--- config.mk ---
export PLATFORM = sky130hd
export DESIGN_NAME = maze_solver_walker
export DESIGN_NICKNAME = d
export VERILOG_FILES = /design/src/rtl/maze_solver_walker.sv
export SDC_FILE = /design/constraint.sdc
export NUM_CORES = 1
export LEC_CHECK = 0
export BUFFER_PORTS_ARGS = -buffer_cell sky130_fd_sc_hd__buf_2
export CORE_MARGIN = 10
export CORE_UTILIZATION = 30
export DETAILED_ROUTE_END_ITERATION = 10
export PLACE_DENSITY_LB_ADDON = 0.2
export SLEW_MARGIN = 20
export SYNTH_ARGS = -nofsm -noshare
export SYNTH_HDL_FRONTEND = slang
export SYNTH_SLANG_ARGS = --single-unit
--- constraint.sdc ---
create_clock -name clk -period 4.2 [get_ports clk]
set_clock_uncertainty 0.05 [all_clocks]
set_input_delay 0.63 -clock clk [delete_from_list [all_inputs] [get_ports clk]]
set_output_delay 0.63 -clock clk [all_outputs]
set_load 0.02 [all_outputs]
--- src/rtl/maze_solver_walker.sv ---
`default_nettype none
// ============================================================================
//  Module      : maze_solver_walker
//  Description : Walks a 16x16 maze bitmap from cell (0,0) to a goal cell
//                with a right-hand wall follower. One candidate direction is
//                tested per cycle, and a move commits only on a step_en tick.
//
//  Ports
//    clk, rst           : clock, synchronous active-high reset
//    maze_valid         : carver finish flag (level)
//    maze_data[255:0]   : bit x+16*y, 1 = open cell, 0 = wall
//    start              : solve request (accepted when idle and maze_valid)
//    goal_x, goal_y     : goal cell, captured with start
//    step_en            : pacing tick for committing moves
//    pos_x, pos_y       : current walker cell
//    heading            : 0=N (y-1), 1=E (x+1), 2=S (y+1), 3=W (x-1)
//    step_count         : moves committed since start
//    busy, solved, fail : status flags
//
//  Revision    : 1.0  initial release
// ============================================================================
module maze_solver_walker #(
    parameter int         MAX_STEPS     = 1024,
    parameter int         CNT_W         = 16,
    parameter logic [1:0] START_HEADING = 2'd1
) (
    input  logic             clk,
    input  logic             rst,
    input  logic             maze_valid,
    input  logic [255:0]     maze_data,
    input  logic             start,
    input  logic [3:0]       goal_x,
    input  logic [3:0]       goal_y,
    input  logic             step_en,
    output logic [3:0]       pos_x,
    output logic [3:0]       pos_y,
    output logic [1:0]       heading,
    output logic [CNT_W-1:0] step_count,
    output logic             busy,
    output logic             solved,
    output logic             fail
);

    localparam logic [1:0]       c_DIR_N     = 2'd0;
    localparam logic [1:0]       c_DIR_E     = 2'd1;
    localparam logic [1:0]       c_DIR_S     = 2'd2;
    localparam logic [1:0]       c_DIR_W     = 2'd3;
    localparam logic [CNT_W-1:0] c_MAX_STEPS = CNT_W'(MAX_STEPS);

    typedef enum logic [2:0] {
        S_IDLE  = 3'd0,
        S_LOAD  = 3'd1,
        S_CHECK = 3'd2,
        S_MOVE  = 3'd3,
        S_DONE  = 3'd4,
        S_FAIL  = 3'd5
    } state_t;

    // ------------------------------------------------------------------
    // Registers
    // ------------------------------------------------------------------
    state_t           r_state;
    logic [255:0]     r_maze;
    logic [3:0]       r_goal_x;
    logic [3:0]       r_goal_y;
    logic [3:0]       r_pos_x;
    logic [3:0]       r_pos_y;
    logic [1:0]       r_heading;
    logic [1:0]       r_dir;
    logic [1:0]       r_cand;
    logic [CNT_W-1:0] r_step_count;
    logic             r_busy;
    logic             r_solved;
    logic             r_fail;

    // ------------------------------------------------------------------
    // Combinational signals
    // ------------------------------------------------------------------
    state_t           w_state_next;
    logic             w_accept;
    logic [1:0]       w_cand_off;
    logic [1:0]       w_cand_dir;
    logic [3:0]       w_cand_x;
    logic [3:0]       w_cand_y;
    logic             w_cand_inb;
    logic             w_cand_open;
    logic [3:0]       w_new_x;
    logic [3:0]       w_new_y;
    logic [CNT_W-1:0] w_new_count;
    logic             w_new_at_goal;

    // Neighbour column/row for a step in direction dir. The 4-bit result
    // wraps at the edges; callers gate it with in_bounds().
    function automatic logic [3:0] next_x(input logic [3:0] x, input logic [1:0] dir);
        case (dir)
            c_DIR_E: next_x = x + 4'd1;
            c_DIR_W: next_x = x - 4'd1;
            default: next_x = x;
        endcase
    endfunction

    function automatic logic [3:0] next_y(input logic [3:0] y, input logic [1:0] dir);
        case (dir)
            c_DIR_S: next_y = y + 4'd1;
            c_DIR_N: next_y = y - 4'd1;
            default: next_y = y;
        endcase
    endfunction

    // No wrap-around: stepping off any edge of the grid is treated as a wall.
    function automatic logic in_bounds(input logic [3:0] x, input logic [3:0] y,
                                       input logic [1:0] dir);
        case (dir)
            c_DIR_N: in_bounds = (y != 4'd0);
            c_DIR_E: in_bounds = (x != 4'd15);
            c_DIR_S: in_bounds = (y != 4'd15);
            default: in_bounds = (x != 4'd0);
        endcase
    endfunction

    assign w_accept = ((r_state == S_IDLE) || (r_state == S_DONE) || (r_state == S_FAIL))
                      && start && maze_valid;

    // Right-hand rule probe order relative to the current heading:
    // right (+1), straight (+0), left (+3), back (+2).
    always_comb begin
        w_cand_off = 2'd1;
        case (r_cand)
            2'd0:    w_cand_off = 2'd1;
            2'd1:    w_cand_off = 2'd0;
            2'd2:    w_cand_off = 2'd3;
            default: w_cand_off = 2'd2;
        endcase
    end

    assign w_cand_dir  = r_heading + w_cand_off;
    assign w_cand_x    = next_x(r_pos_x, w_cand_dir);
    assign w_cand_y    = next_y(r_pos_y, w_cand_dir);
    assign w_cand_inb  = in_bounds(r_pos_x, r_pos_y, w_cand_dir);
    assign w_cand_open = w_cand_inb && r_maze[{w_cand_y, w_cand_x}];

    // r_dir was proven open in CHECK, so the move target needs no bounds test.
    assign w_new_x       = next_x(r_pos_x, r_dir);
    assign w_new_y       = next_y(r_pos_y, r_dir);
    assign w_new_count   = r_step_count + {{(CNT_W-1){1'b0}}, 1'b1};
    assign w_new_at_goal = (w_new_x == r_goal_x) && (w_new_y == r_goal_y);

    // ------------------------------------------------------------------
    // Next-state logic
    // ------------------------------------------------------------------
    always_comb begin
        w_state_next = r_state;
        case (r_state)
            S_IDLE, S_DONE, S_FAIL: begin
                if (w_accept) begin
                    w_state_next = S_LOAD;
                end
            end
            S_LOAD: begin
                // Walker sits at (0,0) here; bit 0 of the snapshot is the start cell.
                if (!r_maze[0]) begin
                    w_state_next = S_FAIL;
                end else if ((r_goal_x == 4'd0) && (r_goal_y == 4'd0)) begin
                    w_state_next = S_DONE;
                end else begin
                    w_state_next = S_CHECK;
                end
            end
            S_CHECK: begin
                if (w_cand_open) begin
                    w_state_next = S_MOVE;
                end else if (r_cand == 2'd3) begin
                    w_state_next = S_FAIL;
                end
            end
            S_MOVE: begin
                if (step_en) begin
                    if (w_new_at_goal) begin
                        w_state_next = S_DONE;
                    end else if (w_new_count == c_MAX_STEPS) begin
                        w_state_next = S_FAIL;
                    end else begin
                        w_state_next = S_CHECK;
                    end
                end
            end
            default: w_state_next = S_IDLE;
        endcase
    end

    // ------------------------------------------------------------------
    // State register and datapath
    // ------------------------------------------------------------------
    always_ff @(posedge clk) begin
        if (rst) begin
            r_state      <= S_IDLE;
            r_maze       <= '0;
            r_goal_x     <= 4'd0;
            r_goal_y     <= 4'd0;
            r_pos_x      <= 4'd0;
            r_pos_y      <= 4'd0;
            r_heading    <= START_HEADING;
            r_dir        <= 2'd0;
            r_cand       <= 2'd0;
            r_step_count <= '0;
            r_busy       <= 1'b0;
            r_solved     <= 1'b0;
            r_fail       <= 1'b0;
        end else begin
            r_state <= w_state_next;
            if (w_accept) begin
                // Snapshot so later changes on the carver side are ignored.
                r_maze       <= maze_data;
                r_goal_x     <= goal_x;
                r_goal_y     <= goal_y;
                r_pos_x      <= 4'd0;
                r_pos_y      <= 4'd0;
                r_heading    <= START_HEADING;
                r_cand       <= 2'd0;
                r_step_count <= '0;
                r_busy       <= 1'b1;
                r_solved     <= 1'b0;
                r_fail       <= 1'b0;
            end else begin
                case (r_state)
                    S_CHECK: begin
                        if (w_cand_open) begin
                            r_dir <= w_cand_dir;
                        end else begin
                            r_cand <= r_cand + 2'd1;
                        end
                    end
                    S_MOVE: begin
                        if (step_en) begin
                            r_pos_x      <= w_new_x;
                            r_pos_y      <= w_new_y;
                            r_heading    <= r_dir;
                            r_step_count <= w_new_count;
                            r_cand       <= 2'd0;
                        end
                    end
                    default: begin
                    end
                endcase
                // Terminal flags are set on the edge that enters DONE/FAIL so
                // they are visible together with the state they report.
                if (w_state_next == S_DONE) begin
                    r_solved <= 1'b1;
                    r_busy   <= 1'b0;
                end
                if (w_state_next == S_FAIL) begin
                    r_fail <= 1'b1;
                    r_busy <= 1'b0;
                end
            end
        end
    end

    assign pos_x      = r_pos_x;
    assign pos_y      = r_pos_y;
    assign heading    = r_heading;
    assign step_count = r_step_count;
    assign busy       = r_busy;
    assign solved     = r_solved;
    assign fail       = r_fail;

endmodule
`default_nettype wire

==> flow_summary.toml, run 1 <==
[run_status]
outcome = "finished clean"

[drt]
ant_nets = 0
wl_um = 49980
avgViaCountPerCell = 4.961
dr.pass1.iters = 7
drtIter0Drc = 762
avgRoutedWirePerCell_um = 18.45
drcViolationCount = 0
num_vias = 13440

[power]
power_density_nw_per_um2 = 374.9
internal-power_w = 0.005143
switching_power_w = 0.001635
pwr-share-seq = 0.452
p_sw_frac = 0.2412
combPwrFrac = 0.094
p_leak_nw = 6.852
power.share.clock = 0.455
power_w = 0.006778
ir_drop_uv = 213.8

[clock_tree]
cts_tree = "built"
clock_latency_ns = 0.54
cts_root_buf = "clkbuf_16"
cts-htree-levels = 2
postCtsHoldBufs = 0
cts_sinks = 300
cts.clk_slew.worst_paths_ns = 0.06
clock_path_buffers = 3
cts_buffers = 35

[finish]
finalNonFillerCells = 2709
mostFrequentLayoutCells = "nand2_1, dfxtp_1, buf_2"
multiInputGateArea_sq_um = 7791
area_delta_synth_final_pct = 26.12
final_common_cell = "nand2_1"
final_nets = 2355
drive_above_1_share = 0.2407
seq_area_sq_um = 6010
fin_area_sq_um = 18080
diodes = 0
fill_cells = 4958

[synth]
syn_inst = 1797
synth_top_area_frac = 0.4190
yosysSeqAreaShare = 0.4190
syn_area_sq_um = 14330
synth-main-ff-cell = "dfxtp_1"
synth_top_area_cell = "dfxtp_1"
synth-compound-area-share = 0.1559
async_flop_share = 0
syn_avg_cell_area_sq_um = 7.977
yosysUniqueCellTypes = 80
synthAdderAreaFrac = 0.008728
ys_seq_elements = 300
synth_warnings = 0
synth-edff-count = 0
yosys.area_share.simple = 0.2328
synth_xor_area_frac = 0.03456
synth_top_family_by_area = "simple AND/OR/NAND/NOR gates"
synth.area.mux_share = 0.1035
syn_nets = 2076
synthTopCellsByArea = "dfxtp_1, nand2_1, a21oi_1, mux4_2, clkbuf_1"

[placed_design]
place_ws_ns = -0.2133
dp.cells = 2637
post-dp-hpwl_um = 37080
dpl-instance-area_sq_um = 16640
globalplace.congestion = 0.8375
port_buffers = 297

[global_routing]
use_met1 = 0.2126
overflow = 0
busiest_layer = "met2"
antenna_found_initial = 1
grt_use_total = 0.1682
met3_usage = 0.02974
grt_max_degree = 155
grt_pass1_wl_um = 76040
grt_util_met2 = 0.2763
grt_pass1_vias = 13710

[die]
fp.dieH_um = 238.6
die_w_um = 238.6
dieArea_sq_um = 56930
pin_count = 298
initial_core_util = 0.3021
fp.coreArea_sq_um = 47450
rows = 80

[timing]
max_slew_margin = 0.4100
worst_slack_ns = 0.1462
fin_tns_setup_ns = 0
finalHoldViolations = 0
finalCriticalPeriod_ns = 4.054
setup_viol = 0
fmax_ghz = 0.2467
report.final.slew_viol_count = 0
period_share = 0.9652
worst_pin_slew_ns = 0.8831
rsz0062_at_grt = "false"

[critical_path]
max_stage_delay_ns = 0.39
path_cells = "inv_1 -> ha_1 -> nor2_1 -> nor2_1 -> ha_2 -> xnor2_4 -> xor2_4 -> buf_4 -> buf_4 -> mux2_2 -> o21ai_0 -> a22oi_2 -> buf_4 -> o31ai_1 -> o211ai_4 -> o211ai_2 -> nand4_1 -> a41o_1"
reg2reg_setup_slack_ns = 0.15
cp_common_cell = "buf_4"
path_buf_inv = 4
cp.required_ns = 4.58
crit_path_end_kind = "register"
cp.arrival_ns = 4.43
worstSetupPathType = "register to register"
cp_top_family = "compound AO/OA/AOI/OAI gates"
slowest_stage = "o31ai_1"
cp_max_fo = 4
cp-start-kind = "register"

[min_path]
hp-class = "input pin to register"

[run]
drv_cap = 0
per-layer routing:
metal / vias up / wire (um) / part of all wire
met5: - / 0 / 0
met4: 0 / 1837 / 0.037
met3: 84 / 2171 / 0.043
met2: 324 / 23420 / 0.47
met1: 6347 / 22550 / 0.45
li1: 6684 / - / -
metrics by stage:
stage	hold WS [ns]	util
detailed placement	0.3918	0.3507
floorplan	0.3815	-
global placement	0.3883	0.3506
global route	0.2729	0.3811
CTS	0.2523	0.3772
finish	0.2807	0.3811
layout make-up:
type,count,share of cell area
Inverter,11,0.002284
Timing Repair Buffer,381,0.1284
Clock inverter,4,0.005398
Tap cell,615,0.04256
Multi-Input combinational cell,1347,0.4309
Sequential cell,300,0.3324
Clock buffer,51,0.05799
what timing repair did:
action,in CTS,in global routing
endpoints found under the setup margin,9,9
buffers inserted,5,9
resized for setup,11,13
gates cloned,0,3
pin swaps,5,13
kinds of logic after synthesis:
group                      after synthesis
adders and majority gates               10
and+or+nand+nor                        812
AOI/OAI and AO/OA                      389
xor gates and xnor gates                45
muxes                                   91
buffers and inverters                  150
DFF                                    300
synth_stat cells (3+ instances only):
master / number
ha_1: 10
dfxtp_1: 300
and2_1: 16
o211ai_1: 6
mux4_2: 25
inv_1: 11
o21ai_0: 18
nand3_1: 14
xor2_1: 19
nand2_1: 630
and3_1: 6
nor3b_1: 6
mux2i_1: 40
a21oi_1: 288
o21a_1: 3
xnor2_4: 4
a211oi_1: 17
nor3_1: 32
nor4_1: 11
or3_1: 5
mux4_1: 14
a311oi_1: 12
nand4_1: 15
buf_2: 13
mux2_2: 7
buf_1: 3
xnor2_1: 20
nand2b_1: 3
nor2_1: 57
buf_6: 8
clkbuf_1: 110
a31oi_1: 11
nor2b_1: 5
o32ai_1: 3
sequential cells by signal (all words and copies together) (netlist names), 2 cells and up:
signal	flops
heading	2
pos_x	4
pos_y	4
r_cand	2
r_dir	2
r_goal_x	4
r_goal_y	4
r_maze	256
r_state	3
step_count	16
path summary, 6_finish.rpt:
kind,startpoint,end,cells past startpoint
worst min-delay path,maze_data[105],r_maze[105],3
worst min register to register,r_maze[56],r_maze[56],2
worst max register to register,r_cand[0],busy,18
worst max-delay path,r_cand[0],busy,18
power by group through the flow:
stage | Clock, W | Sequential [W] | Combinational (W)
after global placement | 0 | 0.00312 | 0.000625
after CTS | 0.00317 | 0.00306 | 0.000641
after detailed placement | 0 | 0.00312 | 0.000636
final | 0.00308 | 0.00306 | 0.000634
after floorplan | 0 | 0.00310 | 0.000371
after global routing | 0.00327 | 0.00308 | 0.000710
tightest hold or removal path: cells and delay by family:
kind	cells	cell delay, ns
compound gates	1	0.05
buf+inv	1	0.09
simple gates	1	0.04
Note: power is estimated with default switching activity, not from simulation.
==> run 2, diff against run 1 <==
CORE_ASPECT_RATIO = 1.2   (was not set)
clock period = 3.5 ns   (was 4.2 ns; I/O delays follow)
==> run 2 against run 1 <==
Against the previous run:
- non-clock buffer count is 36 higher
- the flow now finishes with violations (negative setup slack)
- maximum frequency is 1.7% higher
- hold slack worse by 0.098 ns
- worst setup slack worse by 0.63 ns
- critical path depth is 2 higher
- die area hardly changed
- core utilization is 1.8 points higher
- clock-buffer cell count is 3 lower
- register-to-register slack worse by 0.63 ns
- sequential cell count stayed put
- largest power group unchanged
- final cell count is 1.9% higher
==> flow_summary.toml, run 2 (synthesis results as in run 1) <==
[finish]
fill_cells = 4816
mostFrequentLayoutCells = "nand2_1, dfxtp_1, buf_2"
area_delta_synth_final_pct = 31.10
drive_above_1_share = 0.2705
fin_area_sq_um = 18790
top_register = "r_maze"
largest_reg_flops = 256
final_common_cell = "nand2_1"
final_nets = 2391
diodes = 0

[drt]
dr.pass1.iters = 5
avgRoutedWirePerCell_um = 18.31
ant_nets = 0
avgViaCountPerCell = 4.874
drtIter0Drc = 1003
drcViolationCount = 0
num_vias = 13450
wl_um = 50540

[timing]
finalCriticalPeriod_ns = 3.985
finalHoldViolations = 0
worst_pin_slew_ns = 1.071
rsz0062_at_grt = "true"
fmax_ghz = 0.2510
max_slew_margin = 0.2844
worst_slack_ns = -0.4846
report.final.slew_viol_count = 0
setup_viol = 9
period_share = 1.138

[die]
fp.dieH_um = 259.5
pin_count = 298
fp.coreArea_sq_um = 47130
die_w_um = 219.6
dieArea_sq_um = 56960
rows = 87
initial_core_util = 0.3041

[min_path]
hold_end = "r_maze[11]"
hp-start = "maze_data[11]"
hp-class = "input pin to register"
whs_path_depth = 3

[clock_tree]
clock_path_buffers = 3
clock_latency_ns = 0.54
postCtsHoldBufs = 0
cts_sinks = 300
cts_tree = "built"
cts.clk_slew.worst_paths_ns = 0.07
cts_buffers = 35
cts_root_buf = "clkbuf_16"
cts-htree-levels = 2

[critical_path]
r2r-start = "r_cand[0]"
cp_max_fo = 5
cp.required_ns = 3.88
cp.arrival_ns = 4.36
reg2reg_setup_slack_ns = -0.48
rr_worst_depth = 20
worstSetupPathType = "register to register"
cp-start-kind = "register"
crit_path_end_kind = "register"
timing.rr.end = "busy"

[placed_design]
post-dp-hpwl_um = 37310
place_ws_ns = -0.6463
globalplace.congestion = 0.8515
port_buffers = 297
dpl-instance-area_sq_um = 17030

[global_routing]
grt_use_total = 0.1711
grt_max_degree = 118
grt_pass1_wl_um = 77310
antenna_found_initial = 1
overflow = 0
grt_pass1_vias = 13730

[power]
ir_drop_uv = 275.5
power_density_nw_per_um2 = 434.3
p_leak_nw = 7.151

[run]
drv_cap = 0

[run_status]
outcome = "finished, violations left"
failed_checks = "negative setup slack"
run 2: cell count changes in the layout (fill, tap and decap cells not counted), moves of 3 or more:
cell / previous run / this run
buf_4: 68 / 82
buf_12: 9 / 21
buf_6: 3 / 11
clkinv_2: 0 / 6
clkbuf_1: 7 / 3
clkbuf_16: 40 / 36
clkbuf_8: 8 / 11
ha_4: 0 / 3
mux2_4: 2 / 5
mux4_1: 13 / 10
mux4_2: 26 / 29
nand2_1: 630 / 627
nor3_1: 30 / 27
nor3_2: 1 / 4
run 2: what timing repair did:
action,CTS,global route
buffers inserted,19,5
gates cloned,3,1
setup endpoints to repair,9,9
pin swaps,39,22
gates resized for setup,41,30
run 2: worst max-delay path by stage:
stage | from | end | slack [ns] | cells past startpoint
finish | r_cand[0] | busy | -0.48 | 20
global route | r_cand[1] | busy | -0.64 | 20
CTS | r_cand[1] | r_dir[1] | -0.48 | 18
detailed placement | r_cand[0] | r_cand[1] | -0.65 | 19
global placement | r_cand[1] | r_dir[1] | -0.59 | 17
floorplan | r_cand[0] | r_cand[1] | -0.30 | 17
run 2: cell type report:
cell class / count / area (sq um) / area share
tap: 623 / 779.5 / 0.04148
clock inverter: 14 / 138.9 / 0.007390
multi-input combinational: 1347 / 7978 / 0.4245
timing repair buffer: 417 / 2815 / 0.1498
inverter: 11 / 46.29 / 0.002463
sequential: 300 / 6011 / 0.3198
clock buffer: 48 / 1025 / 0.05453
run 2: per-layer routing:
metal	GRT usage	routed length, um
met1	0.2099	21910
met2	0.3004	25430
met3	0.02855	2088
met4	0.04832	1118
met5	0	0
run 2: worst max-delay path: stages (launching register included):
cell and delay (ns):
dfxtp_2 0.36, inv_4 0.06, ha_4 0.16, nor2_4 0.12, nor2_4 0.05, ha_4 0.17, xnor2_4 0.22, xor2_4 0.19
buf_6 0.13, mux2i_4 0.25, buf_12 0.15, buf_12 0.10, buf_6 0.09, buf_6 0.08, mux4_2 0.27, mux4_2 0.54
nand3_2 0.12, o211ai_4 0.12, o211ai_4 0.24, nand4_1 0.16, a41o_1 0.25
run 2: per-stage QoR:
step | TNS (ns) | util | hold WS [ns] | total power (W) | instances
after global placement | -4.752 | 0.3613 | 0.3887 | 0.004498 | 2674
after detailed placement | -5.376 | 0.3613 | 0.3945 | 0.004511 | 2674
after global routing | -5.310 | 0.3987 | 0.1811 | 0.008488 | 2760
final | -3.955 | 0.3987 | 0.1830 | 0.008162 | 2760
after CTS | -4.135 | 0.3950 | 0.1620 | 0.008246 | 2757
after floorplan | -1.988 | - | 0.3815 | 0.004162 | 1797
run 2: power breakdown:
group | total (W) | internal, W | leakage (nW) | switching, W
Combinational | 0.000783 | 0.000333 | 4.13 | 0.000450
Sequential | 0.00367 | 0.00358 | 2.45 | 0.0000949
Clock | 0.00371 | 0.00220 | 0.572 | 0.00150
Total | 0.00816 | 0.00611 | 7.15 | 0.00205
==> run 3, diff against run 2 <==
==> constraint.sdc (replaced) <==
create_clock -name clk -period 3.5 [get_ports clk]
set_clock_uncertainty 0.05 [all_clocks]
set_input_delay 0.175 -clock clk [delete_from_list [all_inputs] [get_ports clk]]
set_output_delay 0.175 -clock clk [all_outputs]
set_load 0.02 [all_outputs]
==> run 3 against run 2 <==
Against the previous run:
- the run still ends with negative setup slack left
- sequential cell count stayed put
- wire length up 6.5%
- largest power group unchanged
- worst setup slack lost 0.15 ns
- critical path type unchanged
- hold slack got worse by 0.012 ns
==> flow_summary.toml, run 3 (synthesis results as in run 1) <==
[critical_path]
reg2reg_setup_slack_ns = -0.63
cp_max_fo = 7
crit_path_end_kind = "register"
path_buf_inv = 6
cp_common_cell = "buf_12"
cp.arrival_ns = 4.45
worstSetupPathType = "register to register"
max_stage_delay_ns = 0.53
path_cells = "inv_2 -> ha_4 -> nor2_4 -> nor2_2 -> ha_2 -> xnor2_4 -> xor2_4 -> buf_6 -> mux2i_4 -> buf_12 -> buf_12 -> buf_8 -> buf_4 -> mux4_1 -> mux4_2 -> nand3_2 -> o211ai_4 -> o211a_4 -> o311ai_4 -> a21oi_1"
cp.required_ns = 3.82
slowest_stage = "mux4_2"
cp-start-kind = "register"
cp_top_family = "multiplexers"

[drt]
avgViaCountPerCell = 4.876
dr.pass1.iters = 5
wl_um = 53850
avgRoutedWirePerCell_um = 17.87
ant_nets = 0
num_vias = 14690
drtIter0Drc = 967
drcViolationCount = 0

[die]
pin_count = 298
initial_core_util = 0.3041
fp.dieH_um = 259.5
fp.coreArea_sq_um = 47130
rows = 87
dieArea_sq_um = 56960
die_w_um = 219.6

[finish]
final_nets = 2643
top_register = "r_maze"
finalNonFillerCells = 3013
area_delta_synth_final_pct = 48.22
seq_area_sq_um = 6011
fill_cells = 4600
largest_reg_flops = 256
diodes = 0
final_common_cell = "nand2_1"
mostFrequentLayoutCells = "nand2_1, dfxtp_1, buf_2"
multiInputGateArea_sq_um = 7885
drive_above_1_share = 0.2305
fin_area_sq_um = 21250

[power]
power.share.clock = 0.452
power_density_nw_per_um2 = 402.2
p_sw_frac = 0.2421
internal-power_w = 0.006477
ir_drop_uv = 312.2
pwr-share-seq = 0.430
power_w = 0.008546
switching_power_w = 0.002069
combPwrFrac = 0.118
p_leak_nw = 8.192

[run]
drv_cap = 0

[clock_tree]
cts_sinks = 300
clock_latency_ns = 0.53
cts_buffers = 35
clock_path_buffers = 3
cts-htree-levels = 2
cts.clk_slew.worst_paths_ns = 0.06
cts_tree = "built"
cts_root_buf = "clkbuf_16"

[timing]
report.final.slew_viol_count = 0
rsz0062_at_grt = "true"
fmax_ghz = 0.2419
worst_pin_slew_ns = 1.042
max_slew_margin = 0.3037
setup_viol = 9
finalCriticalPeriod_ns = 4.134
worst_slack_ns = -0.6339
finalHoldViolations = 0
period_share = 1.181
fin_tns_setup_ns = -4.964

[global_routing]
grt_pass1_wl_um = 83570
grt_util_met2 = 0.3222
met3_usage = 0.02914
overflow = 0
antenna_found_initial = 0
use_met1 = 0.2167
grt_use_total = 0.1836
grt_max_degree = 166
busiest_layer = "met2"
grt_pass1_vias = 15110

[placed_design]
port_buffers = 297
dpl-instance-area_sq_um = 17000
dp.cells = 2672
post-dp-hpwl_um = 37320
globalplace.congestion = 0.8667

[run_status]
outcome = "finished, violations left"
failed_checks = "negative setup slack"

[min_path]
hp-class = "input pin to register"
run 3: per-stage QoR:
step	util	hold WS (ns)	setup slack [ns]
floorplan	-	0.2610	-0.2957
global placement	0.3607	0.3683	-0.5839
detailed placement	0.3607	0.3745	-0.6989
CTS	0.4481	0.1420	-0.5331
global route	0.4508	0.1840	-0.7409
finish	0.4508	0.1713	-0.6339
run 3: timing repair:
| action | CTS | global route |
|---|---|---|
| hold buffers | 264 | 0 |
| gates cloned | 2 | 0 |
| pin swaps | 17 | 25 |
| setup buffers | 7 | 5 |
| gates resized for setup | 24 | 20 |
| endpoints found under the setup margin | 9 | 9 |
| hold endpoints to repair | 264 | 0 |
run 3: final cells by class:
| type | count | area share |
|---|---|---|
| well taps | 623 | 0.03669 |
| clock buffers | 53 | 0.04964 |
| flip-flops and latches | 300 | 0.2829 |
| inverters | 11 | 0.002061 |
| multi-input cells | 1347 | 0.3711 |
| clock inverters | 10 | 0.008067 |
| repair buffers | 669 | 0.2496 |
run 3: final timing paths:
| path | startpoint | end | cells after the start |
|---|---|---|---|
| hold reg to reg | r_maze[240] | r_maze[240] | 2 |
| hold / removal | step_en | solved | 5 |
| setup reg to reg | r_cand[1] | r_cand[1] | 20 |
| setup / recovery | r_cand[1] | r_cand[1] | 20 |
run 3: routing by layer:
metal,share of wire,vias to the layer above,wire length [um]
met5,0,-,0
met4,0.037,0,1972
met3,0.041,112,2217
met2,0.51,402,27230
met1,0.42,6919,22430
li1,-,7257,-
run 3: worst reg2reg max path, delay by kind of cell, from the launching register on:
kind,cells,cell delay (ns)
fa+ha+maj,2,0.37
xor+xnor,2,0.48
buf+inv,6,0.67
compound gates,4,0.74
flops,1,0.39
mux,3,1.01
simple gates,3,0.25
run 3: power by group through the flow:
stage / Clock (W) / Sequential, W / Combinational (W)
3_3_place_gp: 0 / 0.00375 / 0.000749
2_1_floorplan: 0 / 0.00371 / 0.000447
6_report: 0.00386 / 0.00367 / 0.00101
5_1_grt: 0.00410 / 0.00369 / 0.00111
3_5_place_dp: 0 / 0.00375 / 0.000763
4_1_cts: 0.00396 / 0.00367 / 0.00100
